--- src/rtl/uop_fill.sv ---
// Write side of the micro-op buffer: pairs decoded instructions into two-slot
// entries and writes them into a circular buffer read asynchronously by fetch.
//
// state | meaning
// EMPTY | no instruction held; next accept starts a pair (or writes a padded single)
// HALF  | slot-1 instruction held in h_instr/h_tag, waiting for slot 2
module uop_fill #(
  parameter int          UOP_BUF_SIZE           = 16,
  parameter int          MAX_PREDICT_DEPTH_BITS = 4,
  parameter int          UOP_BUF_WIDTH          = 72,
  parameter logic [31:0] NOP_INSTR              = 32'h0000_0013
) (
  input  logic                               clk,
  input  logic                               reset,
  input  logic                               clear,
  input  logic                               in_valid,
  input  logic [31:0]                        in_instr,
  input  logic [MAX_PREDICT_DEPTH_BITS-1:0]  in_tag,
  input  logic                               in_last,
  output logic                               stalled,
  input  logic [$clog2(UOP_BUF_SIZE)-1:0]    rd_addr,
  output logic [UOP_BUF_WIDTH-1:0]           uop,
  output logic                               uop_avail
);

  localparam int AW = $clog2(UOP_BUF_SIZE);
  localparam int B  = MAX_PREDICT_DEPTH_BITS;

  typedef enum logic {EMPTY, HALF} state_t;

  state_t                   state;
  logic [AW-1:0]            wr_ptr;
  logic [AW-1:0]            wr_ptr_inc;
  logic [AW-1:0]            wr_ptr_next;
  logic [31:0]              h_instr;
  logic [B-1:0]             h_tag;
  logic [UOP_BUF_WIDTH-1:0] mem [UOP_BUF_SIZE];
  logic [UOP_BUF_WIDTH-1:0] wr_data;
  logic                     full;
  logic                     accept;
  logic                     wr_en;

  // One slot stays unused so that wr_ptr == rd_addr unambiguously means empty.
  assign wr_ptr_inc  = wr_ptr + AW'(1);
  assign full        = (wr_ptr_inc == rd_addr);
  assign stalled     = full;
  assign accept      = in_valid && !full;
  assign wr_en       = accept && (state == HALF || in_last) && !reset && !clear;
  assign wr_ptr_next = wr_en ? wr_ptr_inc : wr_ptr;

  always_comb begin
    wr_data = '0;
    if (state == HALF)
      wr_data = {h_tag, in_tag, in_instr, h_instr};
    else
      wr_data = {in_tag, {B{1'b0}}, NOP_INSTR, in_instr};
  end

  always_ff @(posedge clk) begin
    if (reset || clear) begin
      state     <= EMPTY;
      wr_ptr    <= '0;
      uop_avail <= 1'b0;
    end else begin
      wr_ptr    <= wr_ptr_next;
      uop_avail <= (wr_ptr_next != rd_addr);
      if (accept) begin
        case (state)
          EMPTY: begin
            if (!in_last) begin
              h_instr <= in_instr;
              h_tag   <= in_tag;
              state   <= HALF;
            end
          end
          HALF:    state <= EMPTY;
          default: state <= EMPTY;
        endcase
      end
    end
  end

  always_ff @(posedge clk) begin
    if (wr_en)
      mem[wr_ptr] <= wr_data;
  end

  assign uop = mem[rd_addr];

endmodule

--- config.mk ---
export PLATFORM = sky130hd
export DESIGN_NAME = uop_fill
export DESIGN_NICKNAME = d
export VERILOG_FILES = /design/src/rtl/uop_fill.sv
export SDC_FILE = /design/constraint.sdc
export NUM_CORES = 1
export LEC_CHECK = 0
export ABC_AREA = 1
export BUFFER_PORTS_ARGS = -buffer_cell sky130_fd_sc_hd__buf_2
export CAP_MARGIN = 20
export CELL_PAD_IN_SITES_DETAIL_PLACEMENT = 1
export CELL_PAD_IN_SITES_GLOBAL_PLACEMENT = 1
export CORE_MARGIN = 2
export CORE_UTILIZATION = 52
export CTS_CLUSTER_SIZE = 28
export DETAILED_ROUTE_END_ITERATION = 7
export PLACE_DENSITY = 0.84
export REMOVE_ABC_BUFFERS = 1
export SYNTH_ARGS = -nofsm -noshare
export SYNTH_HDL_FRONTEND = slang
export SYNTH_SLANG_ARGS = --single-unit
--- constraint.sdc ---
create_clock -name clk -period 6.7 [get_ports clk]
set_input_delay 1.34 -clock clk [delete_from_list [all_inputs] [get_ports clk]]
set_output_delay 1.34 -clock clk [all_outputs]
set_load 0.01 [all_outputs]
==> impl_results.md, run 1 <==
* Run status: complete, no violations
* Slew Limit Fails at 0
* CTS Buffer Depth at 3
* DRT Pass-1 Iters at 6
* CTS root buffer: clkbuf_16
* # rows at 109
* Critical R2R Launch: wr_ptr[1]$_SDFF_PP0_
* Setup ws final at 1310 ps
* Mapped Area at 0.0466 mm²
* Initial antenna violation count at 3
* DRC at 0
* Mux cell area share after synthesis at 0
* Leakage at 0.0173 µW
* Total die area at 0.0920 mm²
* First-pass GRT wire length at 215 mm
* Worst Path Required at 5360 ps
* Cts hold-fix bufs at 0
* PD cells at 295 mW/mm²
* Layout Area Growth over Synthesis at 11.6%
* Hold EP: wr_ptr[0]$_SDFF_PP0_
* WL/cell at 31.4 µm
* Worst R2R Path Depth at 12
* Number of buffers added on ports at 118
* Max incr delay on CP at 760 ps
* Post-Syn Instances at 3,389
* R2R Setup Slk at 2890 ps
* Worst-Skew Late Latency at 690 ps
* Largest family of logic cells by synthesized area: compound AO/OA/AOI/OAI gates
* Register bit total from synthesis at 1,194
* XOR/XNOR share of the synthesized area at 0
* Worst Skew at 20.7 ps
* Clock Sink Count at 1,194
* Post-synthesis sequential area ratio at 0.768
* YS warnings at 0
* DR vias at 31.6k
* Post-DRT Antenna Nets at 0
* WP data arrival at 4050 ps
* Synth Area in Adders at 0.00107
* Slowest cell on the critical path: inv_8
* Num CTS Buffers at 112
* Final hold violation count at 0
* Period minus WS final at 5390 ps
* Initial Util at 0.526
* Leading area contributor after synthesis: edfxtp_1
* Placement Cell Area at 0.0485 mm²
* N_diodes at 0
* Critical Path Source: rd_addr[0]
* GRT Residual Overflow at 0
* Syn_area_per_cell at 13.8 µm²
* Crit-path cells: buf_8, inv_8, buf_12, o21ai_0, o221ai_1, nand3_1, nand2_1, buf_2
* Routed wl met3 at 14.9 mm
* Core Box Area at 0.0886 mm²
* Crit path depth at 8
* Post-route cell area at 0.0520 mm²
* Layout cells sized above 1 at 0.104
* Number of top-level pins at 119
* H-tree depth at 3
* Yosys top cell area share at 0.766
* CTS tree: yes
* CP top delay family: buffers and inverters
* Simple-gate share of the synthesized area at 0.0781
* DRT met1 WL at 53.1 mm
* Unrepaired setup endpoints after global routing: no
* Largest cells by area after synthesis: edfxtp_1 (77%), o21ai_0 (6.2%), nor2_1 (4.8%), o221ai_1 (3.8%), nand2_1 (2.0%)
* Final setup viols at 0
* DP HPWL at 72.7 mm
* HP Start: wr_ptr[0]$_SDFF_PP0_
* GRT Total Usage at 0.318
* Routed WL at 147 mm
* Element type at the critical path start: input port
* RR Endpoint: mem[2][24]$_DFFE_PP_
* Tcrit/Tclk final at 0.805
* Final net count at 3,477
* Postcts setup bufs at 0
* Die Width at 303 µm
* Number of global-route vias before repair at 33.1k
* Fmax at 0.185 GHz
* Synth Area in Compound Gates at 0.126
* Rel. slew slack at 0.249
* Top sig layer: met5
* Crit path max fanout at 183
* Worst Hold Depth at 2
* WS Path Type: in -> out
* Max IR drop VDD at 0.000241 V
* Post-CTS resize count at 0
* Die Y at 303 µm
* Total power at 15,400 µW
* Largest net degree at the start of global routing at 220
* Crit path buf inv count at 4
* CTS clock-pin slew for the worst setup and hold paths at 60 ps
* GPL Wtd Cong at 0.758
* Worst hold path type: reg -> reg
* Violation count after the first detailed-route iteration at 4,649
* Number of max-cap violations at 0
* Wire length on met2 at 72.6 mm
* Synth cell types at 27
* Crit end category: primary output
* Fin util at 0.587
* Worst-margin pin slew at 1130 ps
* Via density at 6.74
* Post-place setup slack at 1500 ps
-- area by class of cell --
cell class	count	area, µm²
timing repair buffer	178	1320
fill	8336	36600
inverter	51	211
clock inverter	73	581
tap	1165	1460
sequential	1194	35800
multi-input combinational	1891	9700
clock buffer	135	2950
-- worst max-delay path by stage --
stage                           endpoint  slack, ps
floorplan           mem[11][0]$_DFFE_PP_      -1190
global placement                  uop[0]       1650
detailed placement                uop[2]       1500
CTS                               uop[2]       1340
global route                      uop[2]       1190
finish                            uop[2]       1310
-- cells in the final DEF, fill, tap and decap left out, types with 7 or more instances in the layout --
cell and instances:
edfxtp_1 1188, nor2_1 580, o21ai_0 574, nand2_1 246, o221ai_1 203, clkbuf_16 115, buf_2 114, o22ai_1 85
o211ai_1 85, nand3_1 72, inv_1 42, buf_4 41, clkinv_1 33, clkinv_2 21, clkbuf_1 20, buf_12 20
nor2_4 19, bufinv_16 9, nand4_1 7
-- per-stage QoR --
stage               hold WS (ps)  setup TNS (ps)  cells
finish                       615               0   4687
global route                 643               0   4687
CTS                          603               0   4687
detailed placement           596               0   4479
global placement             572               0   4479
floorplan                    524        -1428180   3136
-- flip-flops by register name (all words and copies together), names as in the netlist --
name	count
h_tag	4
uop_avail	1
h_instr	32
state	1
wr_ptr	4
mem	1152
-- layer usage --
| layer | up-vias | GRT usage |
|---|---|---|
| met5 | - | 0 |
| met4 | 4 | 0.144 |
| met3 | 502 | 0.0630 |
| met2 | 2201 | 0.527 |
| met1 | 15900 | 0.407 |
| li1 | 12900 | - |
-- cells by family (layout without fill, tap and decap cells) --
| group | after synthesis | in the layout |
|---|---|---|
| DFF | 1194 | 1194 |
| AOI/OAI and AO/OA | 958 | 958 |
| and+or+nand+nor | 929 | 929 |
| buffers and inverters | 304 | 437 |
| adders and majority gates | 4 | 4 |
-- Yosys cell counts --
| master | n |
|---|---|
| nand2_4 | 1 |
| buf_6 | 1 |
| o211ai_1 | 85 |
| nand2_2 | 2 |
| or2_0 | 1 |
| o21ai_1 | 5 |
| buf_4 | 9 |
| clkbuf_1 | 197 |
| dfxtp_1 | 6 |
| clkbuf_2 | 3 |
| buf_1 | 1 |
| o21ai_2 | 1 |
| o21ai_0 | 574 |
| nand3_1 | 72 |
| inv_2 | 7 |
| nand2_1 | 246 |
| ha_1 | 4 |
| nand4_1 | 7 |
| edfxtp_1 | 1188 |
| a21oi_1 | 5 |
| o22ai_1 | 85 |
| inv_1 | 44 |
| nor2_1 | 597 |
| nand3_4 | 1 |
| nor2_4 | 2 |
| buf_2 | 42 |
| o221ai_1 | 203 |
-- worst register-to-register path, stage by stage, from the launching register on --
cell     delay (ps)
dfxtp_1         510
inv_1           140
ha_1            340
nand2_1          80
inv_1            60
o21ai_2         160
nor2_4           60
nand2_4         130
nand3_4         140
inv_2           150
nand2_1         270
nor2_4          790
buf_4           590
-- power breakdown --
| group | total (µW) | switching [µW] | leakage, µW | internal (µW) |
|---|---|---|---|---|
| Clock | 6280 | 2800 | 0.00172 | 3470 |
| Combinational | 867 | 654 | 0.00438 | 213 |
| Sequential | 8210 | 8.01 | 0.0112 | 8200 |
Note: power is estimated with default switching activity, not from simulation.
==> inputs of run 2 (changes only) <==
clock period = 5.24 ns   (was 6.7 ns; I/O delays follow)
==> run 2 against run 1 <==
Register-to-register slack got worse by 1300 ps. Critical path depth did not move. Combinational power rose by 30%. Die area did not move. Highest routed layer unchanged.
==> impl_results.md, run 2 (same netlist as run 1, synthesis figures left out) <==
* Run status: complete, no violations
* Max IR drop VDD at 0.000265 V
* Slowest cell on the critical path: inv_8
* Final net count at 3,499
* Num CTS Buffers at 116
* Crit-path cells: buf_8, inv_8, buf_12, o21ai_0, o221ai_1, o211ai_1, nand2_1, buf_2
* CP top delay family: buffers and inverters
* Fmax at 0.221 GHz
* CTS clock-pin slew for the worst setup and hold paths at 60 ps
* Worst Path Required at 4190 ps
* Cts hold-fix bufs at 0
* Largest Register: mem
* Die Width at 303 µm
* Worst R2R Path Depth at 12
* Number of max-cap violations at 0
* Worst hold path type: in -> reg
* Layout cells sized above 1 at 0.110
* CTS tree: yes
* Via density at 6.72
* Unrepaired setup endpoints after global routing: no
* RR Endpoint: mem[6][21]$_DFFE_PP_
* Routed WL at 149 mm
* Max incr delay on CP at 630 ps
* DRC at 0
* DRT Pass-1 Iters at 5
* R2R Setup Slk at 1560 ps
* GPL Wtd Cong at 0.779
* PD cells at 378 mW/mm²
* Crit path max fanout at 155
* Slew Limit Fails at 0
* Period minus WS final at 4520 ps
* Placement Cell Area at 0.0487 mm²
* # rows at 109
* DR vias at 31.7k
* Clock Sink Count at 1,194
* Critical Path Source: rd_addr[0]
* Post-route cell area at 0.0524 mm²
* Initial antenna violation count at 2
* Rel. slew slack at 0.338
* Worst Skew at 41.7 ps
* Commonest non-fill, non-tap cell in the layout: edfxtp_1
* Die Y at 303 µm
* Tcrit/Tclk final at 0.863
* DP HPWL at 74.5 mm
* GRT Total Usage at 0.322
* Post-place setup slack at 877 ps
* WP data arrival at 3470 ps
* Post-DRT Antenna Nets at 0
* CTS root buffer: clkbuf_16
* Leakage at 0.0175 µW
* Crit path buf inv count at 4
* Number of global-route vias before repair at 33.8k
* WS Path Type: in -> out
* Post-CTS resize count at 0
* Worst-Skew Late Latency at 710 ps
* WL/cell at 31.6 µm
* Total die area at 0.0920 mm²
* Postcts setup bufs at 0
* Setup crit end: uop[50]
* Number of flip-flops under the largest register name at 1,152
* Most frequent cells in the layout: edfxtp_1 (1,188), nor2_1 (580), o21ai_0 (574)
* Initial Util at 0.526
* Number of top-level pins at 119
* H-tree depth at 3
* Critical R2R Launch: wr_ptr[0]$_SDFF_PP0_
* CTS Buffer Depth at 3
* Core Box Area at 0.0886 mm²
* Element type at the critical path start: input port
* Final setup viols at 0
* Setup ws final at 720 ps
* Largest net degree at the start of global routing at 156
* Biggest regs: mem: 1152 flops, h_instr: 32 flops
* Crit end category: primary output
* First-pass GRT wire length at 217 mm
* Layout Area Growth over Synthesis at 12.4%
* Number of buffers added on ports at 118
* GRT Residual Overflow at 0
* Worst-margin pin slew at 993 ps
* Final hold violation count at 0
* Violation count after the first detailed-route iteration at 3,773
* Crit path depth at 8
==> run 2: changes by cell type in the layout (fill, tap and decap cells not counted), sizes merged <==
| cell | change |
|---|---|
| buf | +18 |
| clkbuf | +8 |
| clkinv | +6 |
| clkinvlp | -3 |
| diode | +1 |
| inv | +1 |
==> run 2: worst min-delay path by stage <==
stage                    startpoint                   end  slack (ps)  depth (start not counted)
3_3_place_gp   wr_ptr[0]$_SDFF_PP0_  wr_ptr[0]$_SDFF_PP0_         580                          2
6_report                in_instr[0]  h_instr[0]$_DFFE_PP_         530                          1
4_1_cts                 in_instr[0]  h_instr[0]$_DFFE_PP_         500                          1
5_1_grt                 in_instr[0]  h_instr[0]$_DFFE_PP_         530                          1
2_1_floorplan  wr_ptr[3]$_SDFF_PP0_  wr_ptr[3]$_SDFF_PP0_         520                          2
3_5_place_dp   wr_ptr[1]$_SDFF_PP0_  wr_ptr[1]$_SDFF_PP0_         620                          2
==> run 2: cell type report <==
| cell class | count | area, µm² |
|---|---|---|
| fill | 8299 | 36200 |
| sequential | 1194 | 35800 |
| multi-input combinational | 1891 | 9700 |
| clock buffer | 143 | 3050 |
| timing repair buffer | 196 | 1580 |
| tap | 1165 | 1460 |
| clock inverter | 77 | 606 |
| inverter | 51 | 211 |
| antenna | 1 | 2.50 |
==> run 2: layer usage <==
metal  vias up  wire length [µm]  global-route usage  share of wire
met4         4              7420               0.167          0.050
met2      2224             73400               0.533           0.49
met1     16000             53100               0.408           0.36
met5         -                32                   0        0.00021
li1      13000                 -                   -              -
met3       506             14900              0.0603           0.10
==> run 2: through the flow <==
step / hold slack (ps) / utilization / instances / total power (µW) / setup TNS [ps]
2_1_floorplan: 524 / - / 3136 / 11200 / -2885320
3_3_place_gp: 584 / 0.550 / 4497 / 11700 / 0
3_5_place_dp: 623 / 0.550 / 4497 / 11800 / 0
4_1_cts: 501 / 0.591 / 4717 / 19800 / 0
5_1_grt: 526 / 0.591 / 4717 / 20200 / 0
6_report: 529 / 0.591 / 4718 / 19800 / 0
==> run 2: report_power, final <==
part / internal [µW] / leakage, µW / switching [µW]
Clock: 4560 / 0.00179 / 3650
Combinational: 283 / 0.00450 / 843
Sequential: 10500 / 0.0112 / 9.28
Total: 15300 / 0.0175 / 4500
